File: src/rtl/param_data_stack.sv
// Parametrised operand stack: top/second held in registers for zero-latency ALU access,
// deeper entries spill to a LIFO array. Reports occupancy and sticky overflow/underflow.
module param_data_stack #(
  parameter int unsigned WIDTH = 16,
  parameter int unsigned DEPTH = 32,
  localparam int unsigned CW   = $clog2(DEPTH + 1)
) (
  input  logic             CLK,
  input  logic             reset,
  input  logic [2:0]       op,
  input  logic             op_valid,
  input  logic [WIDTH-1:0] din,
  input  logic             clear_err,
  output logic [WIDTH-1:0] top_of_stack,
  output logic [WIDTH-1:0] second_of_stack,
  output logic [CW-1:0]    depth,
  output logic             empty,
  output logic             full,
  output logic             err,
  output logic [1:0]       err_code
);

  localparam int unsigned MemDepth = DEPTH - 2;
  localparam int unsigned AW       = (MemDepth > 1) ? $clog2(MemDepth) : 1;

  localparam logic [2:0] OpNop     = 3'b000;
  localparam logic [2:0] OpPush    = 3'b001;
  localparam logic [2:0] OpDrop    = 3'b010;
  localparam logic [2:0] OpDup     = 3'b011;
  localparam logic [2:0] OpOver    = 3'b100;
  localparam logic [2:0] OpSwap    = 3'b101;
  localparam logic [2:0] OpBinop   = 3'b110;
  localparam logic [2:0] OpReplace = 3'b111;

  localparam logic [1:0] ErrOverflow  = 2'b01;
  localparam logic [1:0] ErrUnderflow = 2'b10;

  logic [WIDTH-1:0] top_q, top_d;
  logic [WIDTH-1:0] second_q, second_d;
  logic [CW-1:0]    depth_q, depth_d;
  logic             err_q, err_d;
  logic [1:0]       code_q, code_d;

  logic [WIDTH-1:0] mem [MemDepth];
  logic [AW-1:0]    spill_idx;
  logic [AW-1:0]    head_idx;
  logic [WIDTH-1:0] head;
  logic             spill_en;

  logic             full_w;
  logic             empty_w;
  logic             ge2;
  logic             legal;
  logic             grow;
  logic [WIDTH-1:0] push_val;

  assign full_w  = (depth_q == CW'(DEPTH));
  assign empty_w = (depth_q == '0);
  assign ge2     = (depth_q >= CW'(2));

  // Array write pointer is depth-2; entry 2 (array head) sits one below it.
  assign spill_idx = AW'(depth_q - CW'(2));
  assign head_idx  = AW'(depth_q - CW'(3));
  assign head      = (depth_q >= CW'(3)) ? mem[head_idx] : '0;

  // Precondition check and push source selection.
  always_comb begin
    legal    = 1'b1;
    grow     = 1'b0;
    push_val = din;
    unique case (op)
      OpNop:     legal = 1'b1;
      OpPush:    begin legal = !full_w;             grow = 1'b1; push_val = din;      end
      OpDrop:    legal = !empty_w;
      OpDup:     begin legal = !empty_w && !full_w; grow = 1'b1; push_val = top_q;    end
      OpOver:    begin legal = ge2 && !full_w;      grow = 1'b1; push_val = second_q; end
      OpSwap:    legal = ge2;
      OpBinop:   legal = ge2;
      OpReplace: legal = !empty_w;
      default:   legal = 1'b1;
    endcase
  end

  always_comb begin
    top_d    = top_q;
    second_d = second_q;
    depth_d  = depth_q;
    err_d    = err_q;
    code_d   = code_q;
    spill_en = 1'b0;

    if (op_valid && legal) begin
      if (grow) begin
        top_d    = push_val;
        second_d = top_q;
        depth_d  = depth_q + CW'(1);
        spill_en = ge2;
      end else begin
        unique case (op)
          OpDrop: begin
            top_d    = second_q;
            second_d = head;
            depth_d  = depth_q - CW'(1);
          end
          OpSwap: begin
            top_d    = second_q;
            second_d = top_q;
          end
          OpBinop: begin
            top_d    = din;
            second_d = head;
            depth_d  = depth_q - CW'(1);
          end
          OpReplace: top_d = din;
          default: ;
        endcase
      end
    end

    // A rejected op beats clear_err; otherwise the first recorded code is kept.
    if (op_valid && !legal) begin
      err_d = 1'b1;
      if (clear_err || (code_q == 2'b00)) begin
        code_d = (grow && full_w) ? ErrOverflow : ErrUnderflow;
      end
    end else if (clear_err) begin
      err_d  = 1'b0;
      code_d = 2'b00;
    end
  end

  always_ff @(posedge CLK or negedge reset) begin
    if (!reset) begin
      top_q    <= '0;
      second_q <= '0;
      depth_q  <= '0;
      err_q    <= 1'b0;
      code_q   <= 2'b00;
    end else begin
      top_q    <= top_d;
      second_q <= second_d;
      depth_q  <= depth_d;
      err_q    <= err_d;
      code_q   <= code_d;
    end
  end

  // Spill storage is deliberately not reset.
  always_ff @(posedge CLK) begin
    if (spill_en) begin
      mem[spill_idx] <= second_q;
    end
  end

  assign top_of_stack    = top_q;
  assign second_of_stack = second_q;
  assign depth           = depth_q;
  assign empty           = empty_w;
  assign full            = full_w;
  assign err             = err_q;
  assign err_code        = code_q;

endmodule

File: config.mk
export PLATFORM = sky130hd
export DESIGN_NAME = param_data_stack
export DESIGN_NICKNAME = d
export VERILOG_FILES = /design/src/rtl/param_data_stack.sv
export SDC_FILE = /design/constraint.sdc
export NUM_CORES = 1
export LEC_CHECK = 0
export ABC_CLOCK_PERIOD_IN_PS = 7050
export CAP_MARGIN = 20
export CORE_MARGIN = 5
export CORE_UTILIZATION = 68
export CTS_CLUSTER_DIAMETER = 100
export DETAILED_ROUTE_END_ITERATION = 8
export DONT_BUFFER_PORTS = 1
export PLACE_DENSITY = 0.84
export SYNTH_ARGS = -nofsm -noshare
export SYNTH_HDL_FRONTEND = slang
export SYNTH_SLANG_ARGS = --single-unit
File: constraint.sdc
create_clock -name CLK -period 7.05 [get_ports CLK]
set_input_delay 1.41 -clock CLK [delete_from_list [all_inputs] [get_ports CLK]]
set_output_delay 1.41 -clock CLK [all_outputs]
set_load 0.01 [all_outputs]
### Word-level counts from Yosys, hierarchy flattened

Memories as Yosys holds them, arrays and structs flattened.
Index checks and enable logic that the tools add are counted.

| word-level totals | value |
|---|---|
| memories | 1 |
| bits in writable memories | 480 |
| logic and storage cells | 68 |
| flip-flop bits (word level) | 41 |

Memories:

| name | depth | width | read ports | clocked after Yosys merged registers in | wr ports | line | source |
|---|---|---|---|---|---|---|---|
| mem | 30 | 16 | 1 | 0 | 1 | 44 | `logic [WIDTH-1:0] mem [MemDepth];` |

| operators by class | value |
|---|---|
| $lt $le $gt $ge | 2 |
| reduce and logical (&&, ||, !) cells | 26 |
| equal/unequal tests | 10 |
| add/subtract/negate cells | 4 |
| multiplexer cells | 20 |

Operators by type and width:

| cell | number |
|---|---|
| 16-bit one-hot mux with 2 select lines | 3 |
| 16-bit two-way mux | 3 |
| 3-bit == test, second input constant | 4 |
| 6-bit by 2-bit >= comparator with 1-bit output, second input constant | 2 |
| 6-bit two-way mux | 2 |
| 2-bit OR reduction | 5 |
| 5-bit by 2-bit subtractor with 5-bit output, second input constant | 2 |
| 2-bit two-way mux | 4 |
| 1-bit two-way mux | 7 |
| 6-bit by 1-bit adder with 6-bit output, second input constant | 1 |
| 3-bit by 2-bit == test with 1-bit output, second input constant | 2 |
| 6-bit == test, second input constant | 1 |
| 6-bit zero test | 1 |
| 1-bit one-hot mux with 6 select lines | 1 |
| 2-bit AND reduction | 3 |
| 3-bit nonzero test | 2 |
| 6-bit by 1-bit subtractor with 6-bit output, second input constant | 1 |
| 1-bit logical AND | 5 |
| 2-bit nonzero test | 2 |
| 3-bit by 1-bit == test with 1-bit output, second input constant | 1 |
| 1-bit zero test | 3 |
| 3-bit zero test | 1 |
| 3-bit AND reduction | 1 |
| 3-bit OR reduction | 1 |
| 4 further kinds | 4 |

### Depth between registers and ports, before layout

Gate-level depths: netlist of run 1.

| depth | value |
|---|---|
| depth after elaboration | 8 |
| depth in mapped cells | 13 |
| depth with buffers taken out | 9 |

### Worst setup path after synthesis of run 1

Ideal clock, no wire load.

| timing | value |
|---|---|
| kind | in2reg |
| from | input op[1] |
| to | memory mem[28][0] (enable) |
| setup time | 0.436 ns |
| path slack | 2.451 ns |
| cell stages on the path | 7 |
| buffers on the path | 3 |
| arrival time | 4.163 ns |
| required time | 6.614 ns |
| cell sequence | clkbuf_1 nand2b_1 a21oi_2 or2_4 buf_6 buf_4 nor4b_1 |

| on the way | value |
|---|---|
| word-level cells in the longest chain between the ends | 7 |
| elaborated cells between the ends (all ways) | 18 |

RTL lines:

| what | line | source |
|---|---|---|
| from (decl) | 10 | `input logic [2:0] op,` |
| 3-bit by 2-bit == test with 1-bit output, or another cell as far along | 71 | `unique case (op)` |
| 2-bit OR reduction (no source line) or 3-bit OR reduction (tied branches) | - |  |
| 1-bit one-hot mux with 6 select lines or 1-bit two-way mux (tied branches) | 71 |  |
| 1-bit logical AND or 1-bit two-way mux (tied branches) | 92, 93 |  |
| 1-bit two-way mux * | 92 | `if (op_valid && legal) begin` |
| 1-bit two-way mux * | 150 | `if (spill_en) begin` |
| 1-bit two-way mux (implied by the code) * | 151 | `mem[spill_idx] <= second_q;` |
| to (decl) | 44 |  |

Every way passes the cells marked *; elsewhere a longest branch is shown, timed or not.

### Worst setup path in the final report of run 1

| timing | value |
|---|---|
| from | register depth_q[0] (netlist: depth[0]) |
| to | register second_q[0] (netlist: second_of_stack[0]) |

| on the way | value |
|---|---|
| word-level cells in the longest chain between the ends | 6 |
| elaborated cells between the ends (all ways) | 16 |

RTL lines:

| what | line | source |
|---|---|---|
| from (decl) | 40 | `logic [CW-1:0] depth_q, depth_d;` |
| from (signal assigned) | 142 | `depth_q <= depth_d;` |
| parallel branches: the longest is 6 deep, another holds memory read 30 x 16 bit | - |  |
| to (signal assigned) | 141 | `second_q <= second_d;` |
| to (decl) | 39 | `logic [WIDTH-1:0] second_q, second_d;` |

Parallel ways; which one is timed is not known.
A chain may end at the register's enable or synchronous reset.

==> impl_results.md, run 1 <==
- Multiplexer share of the synthesized area: 0.1121
- Mean Syn Cell Area: ~17 µm²
- Design Power: 11.11 mW
- Hold crit path type: primary input to asynchronous set/reset pin
- Synth warnings: 0
- Reg-to-reg endpoint: second_of_stack[0]
- IO Port Bufs: 0
- Fin crit period: approximately 4.4 ns
- Die Ht: between 150 and 200 µm
- Worst endpoint required time: about 7.5 ns
- Total clock sinks: around 520
- Global-route wire length before repair: between 70 and 80 mm
- Max incr delay on CP: 0.81 ns
- Die ar.: 34480 µm²
- Area of the multi-input gates: around 5200 µm²
- Die width: roughly 190 µm
- Clock latency on the worst-skew pair: about 0.57 ns
- TritonRoute pass-1 iters: 9
- Commonest non-fill, non-tap cell in the layout: edfxtp_1
- Post-Syn Instances: between 1000 and 1500
- Maximum net fanout on the critical path: 44
- Total gr overflow: 0
- Maxcap violations: 0
- Total CTS buffers: 50
- Post-synthesis xor/xnor area fraction: 0.005782
- Largest net degree at the start of global routing: between 90 and 100
- Clk root buf: clkbuf_16
- Worst-margin pin slew: ~1.2 ns
- CP max stage cell: dfrtp_4
- Core Footprint: roughly 31000 µm²
- Critical path endpoint: second_of_stack[0]
- Primary FF master, synth: edfxtp_1
- CP Cell Sequence: buf_4 -> buf_4 -> mux4_2 -> nand2_1 -> o21ai_0 -> a222oi_1 -> nand2_1 -> a221o_1
- Initial Utilization: 0.6880
- Fmax: approximately 230 MHz
- Drt drc: 4
- Post-synthesis sequential area ratio: 0.7356
- Startpoint Class: register
- Critical path class: register to register
- Simple-gate portion of the synthesized area: 0.08161
- Vias in the first global route: between 10000 and 15000
- Num ports: 66
- #FFs+latches synth: approximately 520
- WL/cell: a little under 30 µm
- Total of cells resized after clock tree synthesis: 0
- Routed Antenna Nets: 0
- Status: complete, but fails checks
- # rows: between 60 and 70
- Syn Nets: 1298
- Worst r2r path cells: 8
- Max Root-Sink Buffers: 3
- Vias/cell: between 6 and 7
- Layout Area Growth over Synthesis: 10.61%
- Initial antenna violation count: 0
- Largest family of logic cells by synthesized area: multiplexers
- Post-route clock period utilization: 0.6249
- Slew headroom: 0.2330
- Critical path origin: depth[0]
- Slew Limit Fails: 0
- Final Skew: 0.01540 ns
- RR Startpoint: depth[0]
- Routed WL: 50.51 mm
- FILL cells: 1604
- Adder-cell share of the synthesized area: 0.006915
- Post-CTS Setup Inserts: 0
- CP bufs+invs: 2
- Worst-path clk slew: 0.06 ns
- Final setup viols: 0
- Worst path top cell family by delay: buffers and inverters
- Post-DP HPWL: a little under 30 mm
- Setup TNS Final: 0 ns
- Vias: around 12000
- CTS tree: done
- FF+latch area: 15440 µm²
- Unrepaired setup endpoints after global routing: no
- Crit end category: register
- Share of cells above drive strength 1: 0.1704
- Synth cell types: between 50 and 60
- Arr. time, crit path: approximately 4.9 ns
- VDD IR max: roughly 0.38 mV
- H-tree levels: 2
- Post-synth EDFFs: 480
- Reg2Reg Setup Slack: 2.64 ns
- Leak Pwr: between 7 and 8 nW
- Post-Place Cell Area: approximately 22000 µm²
- Most frequent cells in the layout: edfxtp_1, nand2_1, mux4_2, buf_4, nor2_1
- Post-cts hold buffer count: 0
- Post-synthesis compound-gate area fraction: 0.04095
- Final Hold Fails: 0
- PD cells: 478.5 nW/µm²
- DRT iter0 DRCs: ~1800
- Mapped Area: about 21000 µm²
- Global-route usage over all layers: 0.2982
- WP depth: 8
- RD Place Congestion: 0.9097
- Failing checks: DRC
- Ys async rst share: 0.07869
- Design Area, Final: between 20000 and 25000 µm²
- Diode count: 0
- Nets@finish: 1336
==> synthesized netlist by cell type, types with 3 or more instances <==
library cell | count | area share
nor2_1 | 53 | 0.0095
a21oi_1 | 21 | 0.0050
nand3_1 | 37 | 0.0088
nand2_1 | 242 | 0.043
nor2b_1 | 4 | 0.0012
xor2_1 | 4 | 0.0017
o21ai_0 | 22 | 0.0052
xnor2_1 | 8 | 0.0033
buf_4 | 7 | 0.0025
edfxtp_1 | 480 | 0.69
buf_2 | 22 | 0.0052
a32oi_1 | 15 | 0.0063
mux4_2 | 83 | 0.089
inv_1 | 8 | 0.0014
ha_1 | 10 | 0.0060
nand4_1 | 16 | 0.0048
a221o_1 | 16 | 0.0076
nand2b_1 | 6 | 0.0018
nand3b_1 | 3 | 0.0011
buf_1 | 8 | 0.0014
a222oi_1 | 15 | 0.0072
nor3_1 | 23 | 0.0055
clkbuf_1 | 33 | 0.0059
dfrtp_1 | 41 | 0.049
mux2i_1 | 46 | 0.022
==> worst reg2reg max path: stages, from the launching register on <==
cell and delay, ns:
dfrtp_4 0.81, buf_4 0.67, buf_4 0.83, mux4_2 0.63
nand2_1 0.09, o21ai_0 0.09, a222oi_1 0.68, nand2_1 0.15
a221o_1 0.34
==> how the worst min path moves through the flow <==
stage | from | end | slack (ns) | cells after the start
after floorplan | err_code[0] | err_code[0] | 0.54 | 2
after global placement | second_of_stack[11] | top_of_stack[11] | 0.56 | 2
after detailed placement | second_of_stack[11] | top_of_stack[11] | 0.57 | 2
after CTS | reset | top_of_stack[10] | 0.52 | 0
after global routing | reset | depth[5] | 0.52 | 0
final | reset | top_of_stack[8] | 0.53 | 0
==> cells by family (layout without fill, tap and decap cells) <==
| logic type | after synthesis | count (layout) |
|---|---|---|
| buffers and inverters | 79 | 159 |
| DFF | 521 | 521 |
| AOI/OAI and AO/OA | 111 | 111 |
| adders and majority gates | 11 | 11 |
| muxes | 131 | 131 |
| xor gates and xnor gates | 13 | 13 |
| and+or+nand+nor | 398 | 398 |
==> power breakdown <==
group	total (mW)	internal (mW)	leakage (nW)	switching, mW
logic	4.33	1.41	2.36	2.92
clock network	2.55	1.43	0.779	1.12
registers	4.23	3.97	4.84	0.262
total	11.1	6.81	7.98	4.30
==> through the flow <==
stage / setup slack [ns] / util / hold WS, ns / cells
after floorplan: 2.451 / - / 0.5374 / 1264
after global placement: 2.531 / 0.7079 / 0.5633 / 1641
after global routing: 2.259 / 0.7610 / 0.5195 / 1740
after CTS: 2.622 / 0.7600 / 0.5179 / 1737
after detailed placement: 2.445 / 0.7085 / 0.5741 / 1643
final: 2.644 / 0.7610 / 0.5298 / 1740
==> state kept, by name, summed over array words and instances, names as in the netlist <==
name and cells:
mem 480, depth 6, err_code 2, second_of_stack 16, err 1, top_of_stack 16
==> final cells by class <==
class                           count  share of cell area
Clock buffer                       65             0.05804
Timing Repair Buffer               57             0.01892
Sequential cell                   521              0.6652
Multi-Input combinational cell    664              0.2256
Tap cell                          396             0.02134
Clock inverter                     29            0.009593
Inverter                            8            0.001293
==> metal layers <==
layer | vias up | track usage | share of wire
li1 | 4986 | - | -
met1 | 5994 | 0.4095 | 0.36
met2 | 754 | 0.4762 | 0.49
met3 | 145 | 0.05648 | 0.10
met4 | 0 | 0.1355 | 0.053
met5 | - | 0 | 0
Note: power is estimated with default switching activity, not from simulation.
==> inputs of run 2 (changes only) <==
ABC_CLOCK_PERIOD_IN_PS = 4600   (was 7050)
CORE_UTILIZATION = 63   (was 68)
PLACE_DENSITY = 0.79   (was 0.84)
clock period = 4.6 ns   (was 7.05 ns; I/O delays follow)
==> impl_results.md, run 2 (synthesis gave the netlist of run 1 again) <==
- Total of cells resized after clock tree synthesis: 0 (unchanged)
- Power share of the combinational group: 0.397 (+0.007)
- Maximum net fanout on the critical path: 56 (+27%)
- Status: completed
- Clock latency on the worst-skew pair: 0.56 ns (about the same)
- Initial antenna violation count: 0 (unchanged)
- Cell Int Power: 10.54 mW (+55%)
- RD Place Congestion: 0.9329 (+2.6%)
- Part of the power in registers: 0.375 (-0.006)
- Commonest non-fill, non-tap cell in the layout: edfxtp_1
- Post-route clock period utilization: 0.8466 (+0.2217)
- TritonRoute pass-1 iters: 8 (-1)
- DRT iter0 DRCs: 1602 (-11%)
- Worst-margin pin slew: 1.222 ns (+0.07138 ns)
- Routed WL: 51.22 mm (+1.4%)
- RR Startpoint: depth[1]
- Num ports: 66 (unchanged)
- Layout Area Growth over Synthesis: 11.32%
- Critical path class: register to register
- Critical path origin: depth[1]
- PnR worst setup slack: 0.7057 ns (-1.939 ns)
- Maxcap violations: 0 (unchanged)
- Global-route usage over all layers: 0.2811 (-0.01717)
- Slew Limit Fails: 0 (unchanged)
- Max reg flops: 480 (unchanged)
- Final Hold Fails: 0 (unchanged)
- H-tree levels: 2 (unchanged)
- Final setup viols: 0 (unchanged)
- Sw Ratio: 0.3851 (-0.001890)
- Initial Utilization: 0.6418 (-0.04612)
- Clock share of power: 0.228 (-0.002)
- Fin crit period: 3.894 ns (-0.5113 ns)
- Clk root buf: clkbuf_16
- Post-cts hold buffer count: 0 (unchanged)
- Global-route wire length before repair: 75.66 mm (+0.87%)
- Max Root-Sink Buffers: 3 (unchanged)
- Worst-path clk slew: 0.07 ns (about the same)
- CTS tree: done
- Vias/cell: 6.658 (-2.5%)
- Startpoint Class: register
- Total clock sinks: 521 (unchanged)
- Final Skew: 0.02552 ns (+0.01013 ns)
- Largest net degree at the start of global routing: 107 (+15%)
- Post-place setup slack: 0.7327 ns (-1.712 ns)
- Leak Pwr: 8.037 nW (+0.68%)
- Total CTS buffers: 49 (-2.0%)
- Routed Antenna Nets: 0 (unchanged)
- Largest Register: mem
- # rows: 66 (+3.1%)
- Worst endpoint required time: 5.05 ns (-2.45 ns)
- Sw Pwr: 6.604 mW (+54%)
- Crit end category: register
- Nets@finish: 1346 (+0.75%)
- Post-CTS Setup Inserts: 0 (unchanged)
- Arr. time, crit path: 4.34 ns (-0.51 ns)
- Slew headroom: 0.1795 (-0.05344)
- Vias: 11950 (+0.56%)
- PD cells: 734.0 nW/µm² (+53%)
- Post-Place Cell Area: 21770 µm² (+0.72%)
- Hold crit path type: primary input to asynchronous set/reset pin
- Die width: 192.5 µm (+3.7%)
- VDD IR max: 0.5448 mV (+44%)
- Design Area, Final: 23360 µm² (+0.64%)
- Most frequent cells in the layout: edfxtp_1, nand2_1, mux4_2, buf_4, nor2_1
- Core Footprint: 32700 µm² (+7.2%)
- Setup TNS Final: 0 ns (unchanged)
- Die Ht: 192.5 µm (+3.7%)
- Unrepaired setup endpoints after global routing: no
- Post-DP HPWL: 30.30 mm (+3.9%)
- Vias in the first global route: 11900 (-0.050%)
- Reg2Reg Setup Slack: 0.71 ns (-1.94 ns)
- Total gr overflow: 0 (unchanged)
- Die ar.: 37070 µm² (+7.5%)
- Drt drc: 0 (-4)
- Share of cells above drive strength 1: 0.1769 (+0.006519)
- Fmax: 256.8 MHz (+13%)
- WL/cell: 28.55 µm (-1.6%)
- IO Port Bufs: 0 (unchanged)
==> run 2: per-layer routing <==
| metal | vias to the layer above | wire (µm) | global-route usage |
|---|---|---|---|
| met5 | - | 0 | 0 |
| met4 | 0 | 3008 | 0.1374 |
| met3 | 168 | 5370 | 0.05716 |
| met2 | 803 | 24270 | 0.4362 |
| met1 | 5961 | 18580 | 0.3888 |
| li1 | 5013 | - | - |
==> run 2: cell type report <==
class                           instances  area [µm²]
Antenna cell                            1       2.502
Clock buffer                           69        1406
Clock inverter                         21       168.9
Fill cell                            1936        9336
Inverter                                8       30.03
Multi-Input combinational cell        664        5238
Sequential cell                       521       15440
Tap cell                              442       553.0
Timing Repair Buffer                   68       523.0
==> run 2: path summary, 6_finish.rpt <==
check | depth (start not counted) | end
worst max-delay path | 8 | second_of_stack[13]
worst min register to register | 2 | err_code[0]
worst min-delay path | 0 | top_of_stack[2]
min in group CLK | 1 | err
max in group asynchronous | 0 | second_of_stack[12]
worst max register to register | 8 | second_of_stack[13]
==> run 2: critical path, cell delays in order (launching register included) <==
cell     delay [ns]
dfrtp_1        0.59
inv_1          0.19
ha_4           0.86
buf_4          0.36
nor2b_1        0.93
a32oi_1        0.14
nand4_1        0.18
nand2_1        0.10
a221o_1        0.34
==> run 2: per-stage QoR <==
step	utilization	power, mW	hold WS [ns]	instances
5_1_grt	0.7144	17.81	0.03498	1793
4_1_cts	0.7140	17.05	0.04326	1791
6_report	0.7145	17.15	0.04544	1794
3_5_place_dp	0.6658	13.16	0.5991	1701
3_3_place_gp	0.6658	13.03	0.5829	1701
2_1_floorplan	-	10.65	0.5374	1264
==> run 2: power groups by stage <==
| stage | clock network, mW | logic, mW | registers, mW |
|---|---|---|---|
| global placement | 0 | 6.51 | 6.52 |
| finish | 3.91 | 6.81 | 6.43 |
| detailed placement | 0 | 6.63 | 6.53 |
| floorplan | 0 | 3.94 | 6.71 |
| CTS | 3.93 | 6.69 | 6.43 |
| global route | 4.16 | 7.19 | 6.46 |
